==> config.mk <==
export PLATFORM = sky130hd
export DESIGN_NAME = trap_controller
export DESIGN_NICKNAME = d
export VERILOG_FILES = /design/src/rtl/trap_controller.sv
export SDC_FILE = /design/constraint.sdc
export NUM_CORES = 1
export LEC_CHECK = 0
export BUFFER_PORTS_ARGS = -buffer_cell sky130_fd_sc_hd__buf_2
export CORE_MARGIN = 10
export CORE_UTILIZATION = 44
export DETAILED_ROUTE_END_ITERATION = 10
export PLACE_DENSITY = 0.76
export SETUP_SLACK_MARGIN = 0.15
export SYNTH_ARGS = -nofsm -noshare
export SYNTH_HDL_FRONTEND = slang
export SYNTH_SLANG_ARGS = --single-unit
==> constraint.sdc <==
create_clock -name clk -period 1.8 [get_ports clk]
set_clock_uncertainty 0.1 [all_clocks]
set_input_delay 0.09 -clock clk [delete_from_list [all_inputs] [get_ports clk]]
set_output_delay 0.09 -clock clk [all_outputs]
set_load 0.005 [all_outputs]
==> src/rtl/trap_controller.sv <==
// trap_controller: sequences trap entry/return CSR traffic and issues the flush/redirect strobe
module trap_controller (
  input  logic        clk,
  input  logic        reset,
  input  logic [2:0]  trap_status,
  input  logic [31:0] trap_pc,
  input  logic [31:0] trap_tval,
  input  logic        csr_ready,
  input  logic [31:0] csr_read_data,
  output logic        trap_done,
  output logic        standby_mode,
  output logic        pth_done_flush,
  output logic [31:0] trap_target,
  output logic        csr_trap_write_enable,
  output logic [11:0] csr_trap_address,
  output logic [31:0] csr_trap_write_data
);
  typedef enum logic [2:0] {IDLE, STANDBY, WR_MEPC, WR_MCAUSE, WR_MTVAL, RD_MTVEC, RD_MEPC, FLUSH} state_t;
  state_t state, state_n;
  logic [1:0] cnt;
  logic [31:0] cap_pc, cap_tval;
  logic [3:0] cap_cause, cause_n;
  logic cap_mret, take, sync_trap, rd_state;
  assign take = state == IDLE && trap_status != 3'd0 && trap_status != 3'd7;
  assign sync_trap = trap_status == 3'd1 || trap_status == 3'd2;
  assign rd_state = state == RD_MTVEC || state == RD_MEPC;
  assign cause_n = trap_status == 3'd1 ? 4'd11 : trap_status == 3'd2 ? 4'd3 :
                   trap_status == 3'd4 ? 4'd4 : trap_status == 3'd5 ? 4'd6 : 4'd0;
  // state register
  always_ff @(posedge clk)
    if (!reset) state <= IDLE;
    else state <= state_n;
  // capture of trap context, standby counter and redirect target
  always_ff @(posedge clk)
    if (!reset) begin
      cnt <= 2'd0;
      cap_pc <= 32'd0;
      cap_tval <= 32'd0;
      cap_cause <= 4'd0;
      cap_mret <= 1'b0;
      trap_target <= 32'd0;
    end else begin
      cnt <= state == STANDBY ? cnt + 2'd1 : 2'd0;
      if (take) begin
        cap_pc <= trap_pc;
        cap_tval <= sync_trap ? 32'd0 : trap_tval;
        cap_cause <= cause_n;
        cap_mret <= trap_status == 3'd6;
      end
      if (rd_state && csr_ready) trap_target <= {csr_read_data[31:2], 2'b00};
    end
  // next-state and Moore outputs
  always_comb begin
    state_n = state;
    case (state)
      IDLE:      if (take) state_n = (sync_trap || trap_status == 3'd6) ? STANDBY : WR_MEPC;
      STANDBY:   if (cnt == 2'd1) state_n = cap_mret ? RD_MEPC : WR_MEPC;
      WR_MEPC:   if (csr_ready) state_n = WR_MCAUSE;
      WR_MCAUSE: if (csr_ready) state_n = WR_MTVAL;
      WR_MTVAL:  if (csr_ready) state_n = RD_MTVEC;
      RD_MTVEC:  if (csr_ready) state_n = FLUSH;
      RD_MEPC:   if (csr_ready) state_n = FLUSH;
      default:   state_n = IDLE;
    endcase
    csr_trap_write_enable = state == WR_MEPC || state == WR_MCAUSE || state == WR_MTVAL;
    trap_done = !(csr_trap_write_enable || rd_state);
    standby_mode = state == STANDBY;
    pth_done_flush = state == FLUSH;
    csr_trap_address = state == WR_MEPC || state == RD_MEPC ? 12'h341 :
                       state == WR_MCAUSE ? 12'h342 :
                       state == WR_MTVAL ? 12'h343 :
                       state == RD_MTVEC ? 12'h305 : 12'h000;
    csr_trap_write_data = state == WR_MEPC ? cap_pc :
                          state == WR_MCAUSE ? {28'd0, cap_cause} :
                          state == WR_MTVAL ? cap_tval : 32'd0;
  end
endmodule

==> results.rst <==
.. list-table::
   :header-rows: 1

   * - Metric
     - Value
   * - Post-detailed-route via-to-cell ratio
     - 5.21
   * - Core region area
     - approximately 10000 µm²
   * - Combined global-route utilization of all metal layers
     - 22.8%
   * - Post-DP HPWL
     - slightly below 10000 µm
   * - Cell-internal power
     - between 5 and 6 mW
   * - Data arrival time of the critical path
     - between 1.5 and 2 ns
   * - Standard cell area after detailed placement
     - roughly 5700 µm²
   * - Count of vias placed by the detailed router
     - 4889
   * - Yosys cell types
     - 40
   * - Met3 WL post-DR
     - around 1400 µm
   * - Count of input and output buffers
     - roughly 170
   * - Initial antenna violation count
     - 0
   * - Switching power summed over all nets
     - about 3.2 mW
   * - Leading cell types by total area after synthesis
     - sky130_fd_sc_hd__dfxtp_1, sky130_fd_sc_hd__nand2_1, sky130_fd_sc_hd__a21boi_0
   * - Area enclosed by the die boundary
     - between 15000 and 20000 µm²
   * - Post-Layout Inst Area
     - 7360 µm²
   * - Largest buffer count on any clock path
     - 2
   * - R2R setup slack
     - -0.10 ns
   * - Number of max-slew violations in the final report
     - 0
   * - Average wire per cell in the routed design
     - between 15 and 20 µm
   * - Relative contribution of combinational cells to total power
     - between 40% and 50%
   * - # Max-Cap Violations
     - 0
   * - Pre-CTS setup slack
     - -0.0549 ns
   * - First-pass GRT wire length
     - approximately 27000 µm
   * - Filler-free cell count of the finished design
     - between 900 and 1000
   * - Proportion of power drawn by the clock network
     - 18.5%
   * - Top_reg_cell synth
     - sky130_fd_sc_hd__dfxtp_1
   * - Portion of synthesized cell area occupied by the leading cell type
     - about 45%
   * - Die Width
     - around 120 µm
   * - Total count of hold-check failures in the final report
     - 0
   * - Final standard cell utilization of the core
     - between 70% and 80%
   * - Number of fillers in the final layout
     - just under 700
   * - Number of detailed-routing iterations run before antenna repair
     - 5
   * - Highest Signal Layer
     - met4
   * - Switching share of power
     - between 30% and 40%
   * - Clock latency reported for the late side of the worst-skew pair
     - roughly 0.39 ns
   * - Violations in the final reports
     - negative setup slack
   * - Sequential fraction of design power
     - 33.3%
   * - Sequential Area
     - 2080 µm²
   * - Area leader, netlist
     - sky130_fd_sc_hd__dfxtp_1
   * - Starting Density
     - 45.1%
   * - DRC viols
     - 0
   * - Routed length on met2
     - between 9000 and 10000 µm
   * - Share of layout cells above drive strength 1
     - 35.3%
   * - Number of cell instances on the worst register-to-register path
     - 5
   * - Final antenna-violating net count
     - 0
   * - Sum of routed wire length over all layers
     - 17400 µm
   * - Post-CTS clock slew at the launch and capture registers of the worst setup and hold paths
     - about 0.10 ns
   * - Growth of design area from synthesis to finish
     - 58.2%
   * - Endpoint required time on the critical path
     - about 1.6 ns
   * - Final clock period utilization by the worst path
     - 106%
   * - Final critical delay including setup and external delays
     - about 1.9 ns
   * - Pwr per Cell Area
     - between 1000 and 1500 nW/µm²
   * - Leakage power of the design
     - 3.16 nW
   * - Status
     - complete, but fails checks
   * - Clock buffer count from CTS
     - 9
   * - Clock sink count
     - approximately 100
   * - Count of cells along the worst hold path
     - 3
   * - Floorplan row count
     - 37
   * - Total routed wire length on the met1 layer
     - 6420 µm
   * - Critical path startpoint category
     - register
   * - Final global-route overflow total
     - 0
   * - CTS tree
     - done
   * - Via count of the first global-routing pass
     - 5208
   * - WHS
     - between 0.03 and 0.04 ns
   * - Final-stage net count
     - 901
   * - Mean post-synth cell area
     - 8.94 µm²
   * - Maximum level of the CTS H-tree
     - 3
   * - Worst setup EP type
     - output port
   * - Sequential cell area fraction in the yosys report
     - between 40% and 50%
   * - Cell at the root of the clock tree
     - sky130_fd_sc_hd__clkbuf_8
   * - Detailed router's first-iteration violation count
     - 367
   * - Fmax
     - around 530 MHz
   * - Final setup violating endpoints
     - 62
   * - Placed cell count
     - between 800 and 900
   * - Count of state elements after synthesis
     - 104
   * - Boundary pin count
     - between 150 and 200
   * - Area used by multi-input combinational logic
     - 2430 µm²
   * - Number of enable flip-flop cells after synthesis
     - 0
   * - Critical-path maximum fanout
     - 14
   * - Synth Cell Area
     - around 4700 µm²
   * - Count of mapped cells out of synthesis
     - about 520
   * - Worst Setup Slack, final
     - -0.100 ns
   * - Worst Path Class, Setup
     - reg -> out
   * - Peak supply drop
     - 0.000744 V
   * - Syn. warnings
     - 0
   * - Die Y-Extent
     - ~120 µm
   * - Asr flop ratio synth
     - 0%
   * - Worst hold path type
     - in -> reg
   * - Setup repair after global routing missed its margin
     - yes
   * - Maximum number of pins on one net before global-route repair
     - 52
   * - Placer congestion estimate
     - approximately 0.8
==> layout make-up <==
| cell class | instances | share of cell area, % |
|---|---|---|
| antenna | 1 | 0.0340 |
| clock buffer | 10 | 1.73 |
| clock inverter | 5 | 1.10 |
| inverter | 4 | 0.204 |
| multi-input combinational | 367 | 32.9 |
| sequential | 104 | 28.3 |
| tap | 136 | 2.31 |
| timing repair buffer | 312 | 33.4 |
==> cell families after synthesis <==
family          Yosys count  synth area share [%]
compound gates          147                  27.0
xor+xnor                  1                 0.188
fa+ha+maj                 1                 0.269
buf+inv                  57                  6.80
flops                   104                  44.7
mux                       6                  1.29
other cells               1                0.0805
simple gates            204                  19.7
==> power by group through the flow <==
stage          sequential [mW]  clock [mW]  combinational [mW]
6_report                  2.92        1.62                4.22
5_1_grt                   2.96        1.74                4.53
4_1_cts                   2.90        1.63                3.96
3_5_place_dp              2.95           0                2.98
3_3_place_gp              2.93           0                2.89
2_1_floorplan             2.90           0                2.13
==> layout by cell type, fill, tap and decap left out, drive strengths merged, types with 5 or more instances in the layout <==
master       count
nand2          135
dlygate4sd3     96
a22o            28
mux2i            6
a22oi           33
dfxtp          104
buf            213
nor2            11
nor2b           35
conb             8
a21boi          64
inv              5
o21ai           11
clkbuf          11
==> path summary, 6_finish.rpt <==
check / from / endpoint
worst min register to register: cnt[0] / cnt[0]
worst min-delay path: trap_status[2] / cap_cause[1]
worst max-delay path: state[1] / csr_trap_write_data[13]
worst max register to register: state[2] / cap_tval[15]
==> metal layers <==
layer / track usage [%] / up-vias
met1: 23.7 / 2345
met5: 0 / -
met3: 9.09 / 47
met4: 11.1 / 0
met2: 39.2 / 181
li1: - / 2316
==> registers in the layout (all words and copies together) (netlist names) <==
name / count
cap_pc: 32
cap_cause: 4
state: 3
cnt: 2
cap_mret: 1
trap_target: 30
cap_tval: 32
==> critical path: stages (launching register included) <==
cell	delay [ns]
sky130_fd_sc_hd__dfxtp_1	0.37
sky130_fd_sc_hd__buf_6	0.22
sky130_fd_sc_hd__nor2_4	0.08
sky130_fd_sc_hd__buf_4	0.14
sky130_fd_sc_hd__buf_12	0.13
sky130_fd_sc_hd__a22o_1	0.23
sky130_fd_sc_hd__buf_2	0.14
==> what timing repair did <==
item	in CTS	in global routing
resized for setup	28	27
endpoints found under the setup margin	101	141
hold buffers	96	0
endpoints found under the hold margin	101	0
setup buffers	9	2
cloned	8	1
pin swaps	10	17
==> cell usage after synthesis (all sizes together), types with 3 or more instances <==
| library cell | n |
|---|---|
| nand2 | 135 |
| dfxtp | 104 |
| a21boi | 64 |
| nor2b | 35 |
| a22oi | 33 |
| clkbuf | 29 |
| a22o | 28 |
| buf | 24 |
| nor2 | 11 |
| o21ai | 11 |
| mux2i | 6 |
| and3 | 4 |
| inv | 4 |
| nor3b | 4 |
| nor3 | 3 |
| or3 | 3 |
==> through the flow <==
step                setup TNS, ns  power [mW]
finish                      -3.39        8.77
global route                -9.06        9.23
CTS                         -3.00        8.50
detailed placement         -0.669        5.92
global placement           -0.193        5.82
floorplan                   -2.09        5.03
Note: power is estimated with default switching activity, not from simulation.
